<file path="config.mk">
export PLATFORM = sky130hd
export DESIGN_NAME = frame_packer_flat
export DESIGN_NICKNAME = d
export VERILOG_FILES = /design/src/rtl/frame_packer_if.sv /design/src/rtl/frame_packer.sv /design/src/flat_wrapper.sv
export SDC_FILE = /design/constraint.sdc
export NUM_CORES = 1
export LEC_CHECK = 0
export CORE_MARGIN = 1
export CORE_UTILIZATION = 59
export CTS_CLUSTER_DIAMETER = 100
export DETAILED_ROUTE_END_ITERATION = 8
export GPL_TIMING_DRIVEN = 0
export PLACE_DENSITY = 0.94
export SYNTH_ARGS = -nofsm -noshare
export SYNTH_HDL_FRONTEND = slang
export SYNTH_SLANG_ARGS = --single-unit
</file>
<file path="constraint.sdc">
create_clock -name clk -period 7.63 [get_ports clk]
set_input_delay 1.1445 -clock clk [delete_from_list [all_inputs] [get_ports clk]]
set_output_delay 1.1445 -clock clk [all_outputs]
set_load 0.1 [all_outputs]
</file>
<file path="src/rtl/frame_packer_if.sv">
// Handshake bundle between frame_packer, the scope core (upstream) and the TX FIFO (downstream).
interface frame_packer_if;
  logic        i_frame_ready;
  logic [15:0] i_frame_size;
  logic [31:0] i_data;
  logic        i_vld;
  logic        o_rdy;
  logic [31:0] o_data;
  logic        o_vld;
  logic        i_rdy;
  logic        o_sop;
  logic        o_eop;
  logic        o_busy;
  logic        o_err_timeout;

  modport master (
    output i_frame_ready, i_frame_size, i_data, i_vld, i_rdy,
    input  o_rdy, o_data, o_vld, o_sop, o_eop, o_busy, o_err_timeout
  );

  modport slave (
    input  i_frame_ready, i_frame_size, i_data, i_vld, i_rdy,
    output o_rdy, o_data, o_vld, o_sop, o_eop, o_busy, o_err_timeout
  );
endinterface

</file>
<file path="src/rtl/frame_packer.sv">
// Packs one acquisition frame into header + payload (+ checksum trailer when FRAME_CSUM_EN is
// defined). Payload words pass through combinationally; stalled upstream is padded after a timeout.
module frame_packer #(
  parameter logic [15:0] SyncWord    = 16'hA55A,
  parameter int unsigned TimeoutCyc  = 4096,
  parameter logic [31:0] PadWord     = 32'hDEADDEAD,
  parameter logic [15:0] FrameCntRst = 16'h0000
) (
  input logic           clk,
  input logic           rst_n,
  frame_packer_if.slave bus
);
  localparam int unsigned ToW = $clog2(TimeoutCyc);

  typedef enum logic [2:0] {StIdle, StHdr0, StHdr1, StData, StPad, StTrl, StDone} state_e;

  state_e         state_q;
  logic [15:0]    frame_cnt_q, size_q, word_cnt_q;
  logic [ToW-1:0] to_cnt_q;
  logic           flag_to_q, err_q, vld_q, sop_q, eop_q;
  logic [31:0]    data_q, trl_word;
  logic           in_data, dn_xfer, up_xfer, data_last, timeout_hit;

`ifdef FRAME_CSUM_EN
  localparam bit CsumEn = 1'b1;
  logic [31:0] csum_q;

  always_ff @(posedge clk or negedge rst_n) begin
    if (!rst_n) begin
      csum_q <= '0;
    end else if (state_q == StIdle) begin
      csum_q <= '0;
    end else if (dn_xfer && (state_q != StTrl)) begin
      csum_q <= csum_q + bus.o_data;
    end
  end

  // Trailer folds in the word transferring this cycle so it is ready one cycle later.
  assign trl_word = '0 - (csum_q + bus.o_data);
`else
  localparam bit CsumEn = 1'b0;
  assign trl_word = '0;
`endif

  assign in_data     = (state_q == StData);
  assign data_last   = (word_cnt_q == size_q - 16'd1);
  assign timeout_hit = (to_cnt_q == ToW'(TimeoutCyc - 1));

  assign bus.o_vld         = in_data ? bus.i_vld  : vld_q;
  assign bus.o_data        = in_data ? bus.i_data : data_q;
  assign bus.o_sop         = in_data ? 1'b0 : sop_q;
  assign bus.o_eop         = in_data ? (~CsumEn && data_last) : eop_q;
  assign bus.o_rdy         = in_data ? bus.i_rdy : 1'b0;
  assign bus.o_busy        = (state_q != StIdle);
  assign bus.o_err_timeout = err_q;

  assign dn_xfer = bus.o_vld && bus.i_rdy;
  assign up_xfer = bus.i_vld && bus.o_rdy;

  always_ff @(posedge clk or negedge rst_n) begin
    if (!rst_n) begin
      state_q     <= StIdle;
      frame_cnt_q <= FrameCntRst;
      size_q      <= '0;
      word_cnt_q  <= '0;
      to_cnt_q    <= '0;
      flag_to_q   <= 1'b0;
      err_q       <= 1'b0;
      vld_q       <= 1'b0;
      data_q      <= '0;
      sop_q       <= 1'b0;
      eop_q       <= 1'b0;
    end else begin
      unique case (state_q)
        StIdle: begin
          if (bus.i_frame_ready) begin
            size_q  <= bus.i_frame_size;
            state_q <= StHdr0;
            vld_q   <= 1'b1;
            sop_q   <= 1'b1;
            eop_q   <= 1'b0;
            data_q  <= {SyncWord, frame_cnt_q};
          end
        end
        StHdr0: begin
          if (dn_xfer) begin
            state_q <= StHdr1;
            sop_q   <= 1'b0;
            data_q  <= {15'd0, flag_to_q, size_q};
            eop_q   <= ~CsumEn && (size_q == 16'd0);
          end
        end
        StHdr1: begin
          if (dn_xfer) begin
            word_cnt_q <= '0;
            to_cnt_q   <= '0;
            if (size_q != 16'd0) begin
              state_q <= StData;
              vld_q   <= 1'b0;
              eop_q   <= 1'b0;
            end else if (CsumEn) begin
              state_q <= StTrl;
              data_q  <= trl_word;
              eop_q   <= 1'b1;
            end else begin
              state_q <= StDone;
              vld_q   <= 1'b0;
              eop_q   <= 1'b0;
            end
          end
        end
        StData: begin
          if (up_xfer) begin
            word_cnt_q <= word_cnt_q + 16'd1;
            to_cnt_q   <= '0;
            if (data_last && CsumEn) begin
              state_q <= StTrl;
              vld_q   <= 1'b1;
              data_q  <= trl_word;
              eop_q   <= 1'b1;
            end else if (data_last) begin
              state_q <= StDone;
            end
          end else if (!bus.i_vld) begin
            if (timeout_hit) begin
              state_q   <= StPad;
              err_q     <= 1'b1;
              flag_to_q <= 1'b1;
              vld_q     <= 1'b1;
              data_q    <= PadWord;
              eop_q     <= ~CsumEn && data_last;
            end else begin
              to_cnt_q <= to_cnt_q + 1'b1;
            end
          end
        end
        StPad: begin
          if (dn_xfer) begin
            word_cnt_q <= word_cnt_q + 16'd1;
            if (data_last && CsumEn) begin
              state_q <= StTrl;
              data_q  <= trl_word;
              eop_q   <= 1'b1;
            end else if (data_last) begin
              state_q <= StDone;
              vld_q   <= 1'b0;
              eop_q   <= 1'b0;
            end else begin
              eop_q <= ~CsumEn && ((size_q - word_cnt_q) == 16'd2);
            end
          end
        end
        StTrl: begin
          if (dn_xfer) begin
            state_q <= StDone;
            vld_q   <= 1'b0;
            eop_q   <= 1'b0;
          end
        end
        StDone: begin
          flag_to_q <= 1'b0;
          // Count on exit so a held-high frame_ready bumps the counter exactly once.
          if (!bus.i_frame_ready) begin
            frame_cnt_q <= frame_cnt_q + 16'd1;
            state_q     <= StIdle;
          end
        end
        default: state_q <= StIdle;
      endcase
    end
  end

endmodule

</file>
<file path="src/flat_wrapper.sv">
// flat-port wrapper written by rule: the top's interface ports become plain ports
module frame_packer_flat 
#(
  parameter logic [15:0] SyncWord    = 16'hA55A,
  parameter int unsigned TimeoutCyc  = 4096,
  parameter logic [31:0] PadWord     = 32'hDEADDEAD,
  parameter logic [15:0] FrameCntRst = 16'h0000
)
  (clk, rst_n, bus_i_frame_ready, bus_i_frame_size, bus_i_data, bus_i_vld, bus_i_rdy, bus_o_rdy, bus_o_data, bus_o_vld, bus_o_sop, bus_o_eop, bus_o_busy, bus_o_err_timeout);
  frame_packer_if bus_i ();
  input logic clk;
  input logic rst_n;
  input wire logic [$bits(bus_i.i_frame_ready)-1:0] bus_i_frame_ready;
  input wire logic [$bits(bus_i.i_frame_size)-1:0] bus_i_frame_size;
  input wire logic [$bits(bus_i.i_data)-1:0] bus_i_data;
  input wire logic [$bits(bus_i.i_vld)-1:0] bus_i_vld;
  input wire logic [$bits(bus_i.i_rdy)-1:0] bus_i_rdy;
  output wire logic [$bits(bus_i.o_rdy)-1:0] bus_o_rdy;
  output wire logic [$bits(bus_i.o_data)-1:0] bus_o_data;
  output wire logic [$bits(bus_i.o_vld)-1:0] bus_o_vld;
  output wire logic [$bits(bus_i.o_sop)-1:0] bus_o_sop;
  output wire logic [$bits(bus_i.o_eop)-1:0] bus_o_eop;
  output wire logic [$bits(bus_i.o_busy)-1:0] bus_o_busy;
  output wire logic [$bits(bus_i.o_err_timeout)-1:0] bus_o_err_timeout;
  assign bus_i.i_frame_ready = bus_i_frame_ready;
  assign bus_i.i_frame_size = bus_i_frame_size;
  assign bus_i.i_data = bus_i_data;
  assign bus_i.i_vld = bus_i_vld;
  assign bus_i.i_rdy = bus_i_rdy;
  assign bus_o_rdy = bus_i.o_rdy;
  assign bus_o_data = bus_i.o_data;
  assign bus_o_vld = bus_i.o_vld;
  assign bus_o_sop = bus_i.o_sop;
  assign bus_o_eop = bus_i.o_eop;
  assign bus_o_busy = bus_i.o_busy;
  assign bus_o_err_timeout = bus_i.o_err_timeout;
  frame_packer #(.SyncWord(SyncWord), .TimeoutCyc(TimeoutCyc), .PadWord(PadWord), .FrameCntRst(FrameCntRst)) u_core (.clk(clk), .rst_n(rst_n), .bus(bus_i));
endmodule
</file>
==> results_dict.tcl <==
set metrics [dict create \
    synth_nets 799 \
    coreArea_mm2 0.00982 \
    ant_nets 0 \
    overflow 0 \
    track_usage 0.337 \
    routed-via-count 6068 \
    vias_per_cell 6.28 \
    synth.cell_area_mm2 0.00600 \
    multi_input_area_mm2 0.00353 \
    post_dp_cell_area_mm2 0.00709 \
    rrSetupSlack_ns 4.61 \
    holdPathEnd "u_core.frame_cnt_q[15]" \
    dieArea_mm2 0.0106 \
    wl_mm 17.2 \
    final-hold-violation-count 0 \
    crit_path_frequent_cell "nand2_1" \
    grt_pass1_vias 5730 \
    finalSetupTns_ns 0 \
    antenna_found_initial 0 \
    crit_slowest_cell "clkdlybuf4s50_1" \
    crit_type "reg -> out" \
    port_buffers 89 \
    cp.required_ns 6.49 \
    seqCellArea_mm2 0.00220 \
    num_rows 36 \
    cts_sinks 88 \
    yosysWarnings 0 \
    layout_worst_path_cycle_share 0.705 \
    power_uw 3400 \
    cts_resized 0 \
    cts_tree "built" \
    end_kind "output port" \
    grt_pass1_wl_mm 27.4 \
    clock_latency_ns 0.37 \
    drt_iter0_markers 565 \
    cts_root_buf "clkbuf_8" \
    htree_levels 3 \
    ios 91 \
    path_max_fanout 10 \
    antenna_cells 0 \
    dpl.cell_count 950 \
    power_density_mw_per_mm2 466 \
    maxSlewHeadroom 0.342 \
    cp.arrival_ns 4.23 \
    cts_buffer_depth 2 \
    post_cts_buffers 0 \
    min_delay_path_depth 1 \
    p_leak_uw 0.00316 \
    fin_crit_ns 5.38 \
    startpoint_type "flip-flop" \
    worstPathCellList "inv_1 -> ha_1 -> buf_2 -> nor3b_1 -> nand4_1 -> or3_1 -> a31oi_1 -> a21oi_1 -> nor4_4 -> nand2_1 -> nand2_1 -> clkdlybuf4s50_1" \
    setup_viol 0 \
    drive_gt1_frac 0.0720 \
    rsz0062_at_grt "no" \
    r2r-end "u_core.eop_q" \
    syn_inst 727 \
    synth_seq_cells 88 \
    async_flop_share 1.00 \
    finalNetCount 900 \
    min_path_type "reg -> reg" \
    place_hpwl_mm 13.1 \
    ys_types 73 \
    area_growth_pct 21.3 \
    globalplace.congestion 0.937 \
    r2r_cells 10 \
    worstMarginPinSlew_ns 0.984 \
    drc 0 \
    status "finished clean" \
    synth_seq_area_share 0.367 \
    vdd_ir_drop_max_mv 0.356 \
    avgSynthCellArea_um2 8.26 \
    ys.flop_type "dfrtp_1" \
    fin_area_mm2 0.00728 \
    start_util 0.611 \
    min-delay-start "u_core.frame_cnt_q[15]" \
    cts.clk_slew.worst_paths_ns 0.10 \
    fin_worst_skew_ns 0.0151 \
    final_util 0.742 \
    die_y_um 103 \
    max_stage_delay_ns 1.13 \
    grt_start_max_net_pins 66 \
    first_pass_iters 6 \
    reg2reg_from "u_core.word_cnt_q[1]" \
    hold_buffers 0 \
    avgRoutedWirePerCell_um 17.8 \
    drv_cap 0 \
    cts_buffers 9 \
    slew_viol_final 0 \
    max_freq_mhz 186 \
    synth-edff-count 0 \
    finalNonFillerCells 966 \
    fillerInstances 733 \
    die_w_um 103 \
]
[how the worst max path moves through the flow]
stage	slack [ns]	cells past startpoint	startpoint	to
floorplan	3.72	9	u_core.size_q[3]	bus_o_eop
global placement	2.37	1	rst_n	u_core.word_cnt_q[4]
detailed placement	2.77	12	u_core.size_q[0]	bus_o_eop
CTS	2.32	12	u_core.size_q[0]	bus_o_eop
global route	2.09	12	u_core.size_q[0]	bus_o_eop
finish	2.25	12	u_core.size_q[0]	bus_o_eop
[power breakdown]
part           total (uW)  switching, uW  internal, uW  leakage, uW
logic                2350           1650           698      0.00191
clock network         321            193           128     0.000101
registers             721            141           580      0.00115
total                3400           1990          1410      0.00316
[cells in the mapped netlist (3+ instances only)]
cell type,number,share of area
nand2_1,133,0.083
dfrtp_1,88,0.37
o21ai_0,64,0.053
nor2_1,51,0.032
inv_1,30,0.019
nand3_1,29,0.024
clkbuf_1,27,0.017
a21oi_1,26,0.022
xnor2_1,26,0.038
ha_1,19,0.040
xor2_1,17,0.025
and3_1,15,0.016
nor3_1,15,0.013
or3_1,15,0.016
a21o_1,14,0.018
mux2_2,14,0.026
nand4_1,10,0.010
o31ai_1,9,0.011
a31oi_1,8,0.0083
nand2b_1,7,0.0073
nor4_1,7,0.0073
and2_1,6,0.0063
and4_1,6,0.0088
a221o_1,5,0.0083
buf_2,5,0.0042
mux2i_1,4,0.0067
o2111ai_1,4,0.0058
nand4b_1,3,0.0044
nor2b_1,3,0.0031
nor3b_1,3,0.0038
nor4_2,3,0.0063
o21a_1,3,0.0038
o21ai_1,3,0.0025
o41ai_1,3,0.0044
or2_2,3,0.0031
[layer usage]
metal | global-route usage | routed length, um | up-vias
met5 | 0 | 0 | -
met4 | 0.116 | 437 | 0
met3 | 0.0664 | 1390 | 50
met2 | 0.576 | 8300 | 343
met1 | 0.427 | 7060 | 2891
li1 | - | - | 2784
[final cells by class]
type	count	share of cell area
multi-input combinational	573	0.484
sequential	88	0.302
timing repair buffer	90	0.126
tap	133	0.0228
buffer	35	0.0215
clock buffer	9	0.0170
inverter	31	0.0160
clock inverter	7	0.0101
[cells in the final DEF, fill, tap and decap left out, drive strengths merged, types with 3 or more instances in the layout]
| cell type | count |
|---|---|
| xnor2 | 26 |
| inv | 33 |
| o41ai | 3 |
| nand4b | 3 |
| nor2 | 52 |
| clkdlybuf4s50 | 88 |
| nor3b | 5 |
| a31oi | 8 |
| dfrtp | 88 |
| clkbuf | 36 |
| ha | 19 |
| mux2 | 14 |
| nor3 | 17 |
| nor4 | 11 |
| nand4 | 10 |
| nand2b | 7 |
| and3 | 15 |
| o31ai | 9 |
| or2 | 3 |
| a21oi | 26 |
| mux2i | 4 |
| or3 | 15 |
| nand2 | 133 |
| a21o | 14 |
| xor2 | 18 |
| buf | 10 |
| and2 | 8 |
| o21ai | 67 |
| clkinv | 5 |
| nor2b | 5 |
| nand3 | 29 |
| and4 | 6 |
| a221o | 5 |
| o21a | 3 |
| o2111ai | 4 |
[sequential cells by signal, indices dropped and copies added (netlist names)]
signal / count
u_core.state_q: 3
u_core.sop_q: 1
u_core.size_q: 16
u_core.eop_q: 1
u_core.word_cnt_q: 16
u_core.vld_q: 1
u_core.flag_to_q: 1
u_core.data_q: 20
u_core.to_cnt_q: 12
u_core.frame_cnt_q: 16
u_core.bus.o_err_timeout: 1
[logic make-up after synthesis]
family,Yosys count,share of synthesized area
flip-flops,88,0.367
XOR/XNOR,44,0.0654
AND/OR/NAND/NOR,327,0.273
adder cells (fa/ha/maj),19,0.0396
AO/OA/AOI/OAI,165,0.177
multiplexers,18,0.0329
buffers and inverters,66,0.0454
[stage by stage]
step | hold slack, ns | setup WS, ns
after global placement | 0.453 | 2.37
after detailed placement | 0.460 | 2.77
after CTS | 0.486 | 2.32
final | 0.485 | 2.25
after global routing | 0.511 | 2.09
after floorplan | 0.440 | 3.72
[worst max-delay path: cells and delay by family (launching register included)]
family	cells	cell delay, ns
buffers and inverters	3	1.49
adder cells (fa/ha/maj)	1	0.18
flip-flops	1	0.44
AO/OA/AOI/OAI	2	0.29
AND/OR/NAND/NOR	6	1.46
(Power assumes the default switching activity.)
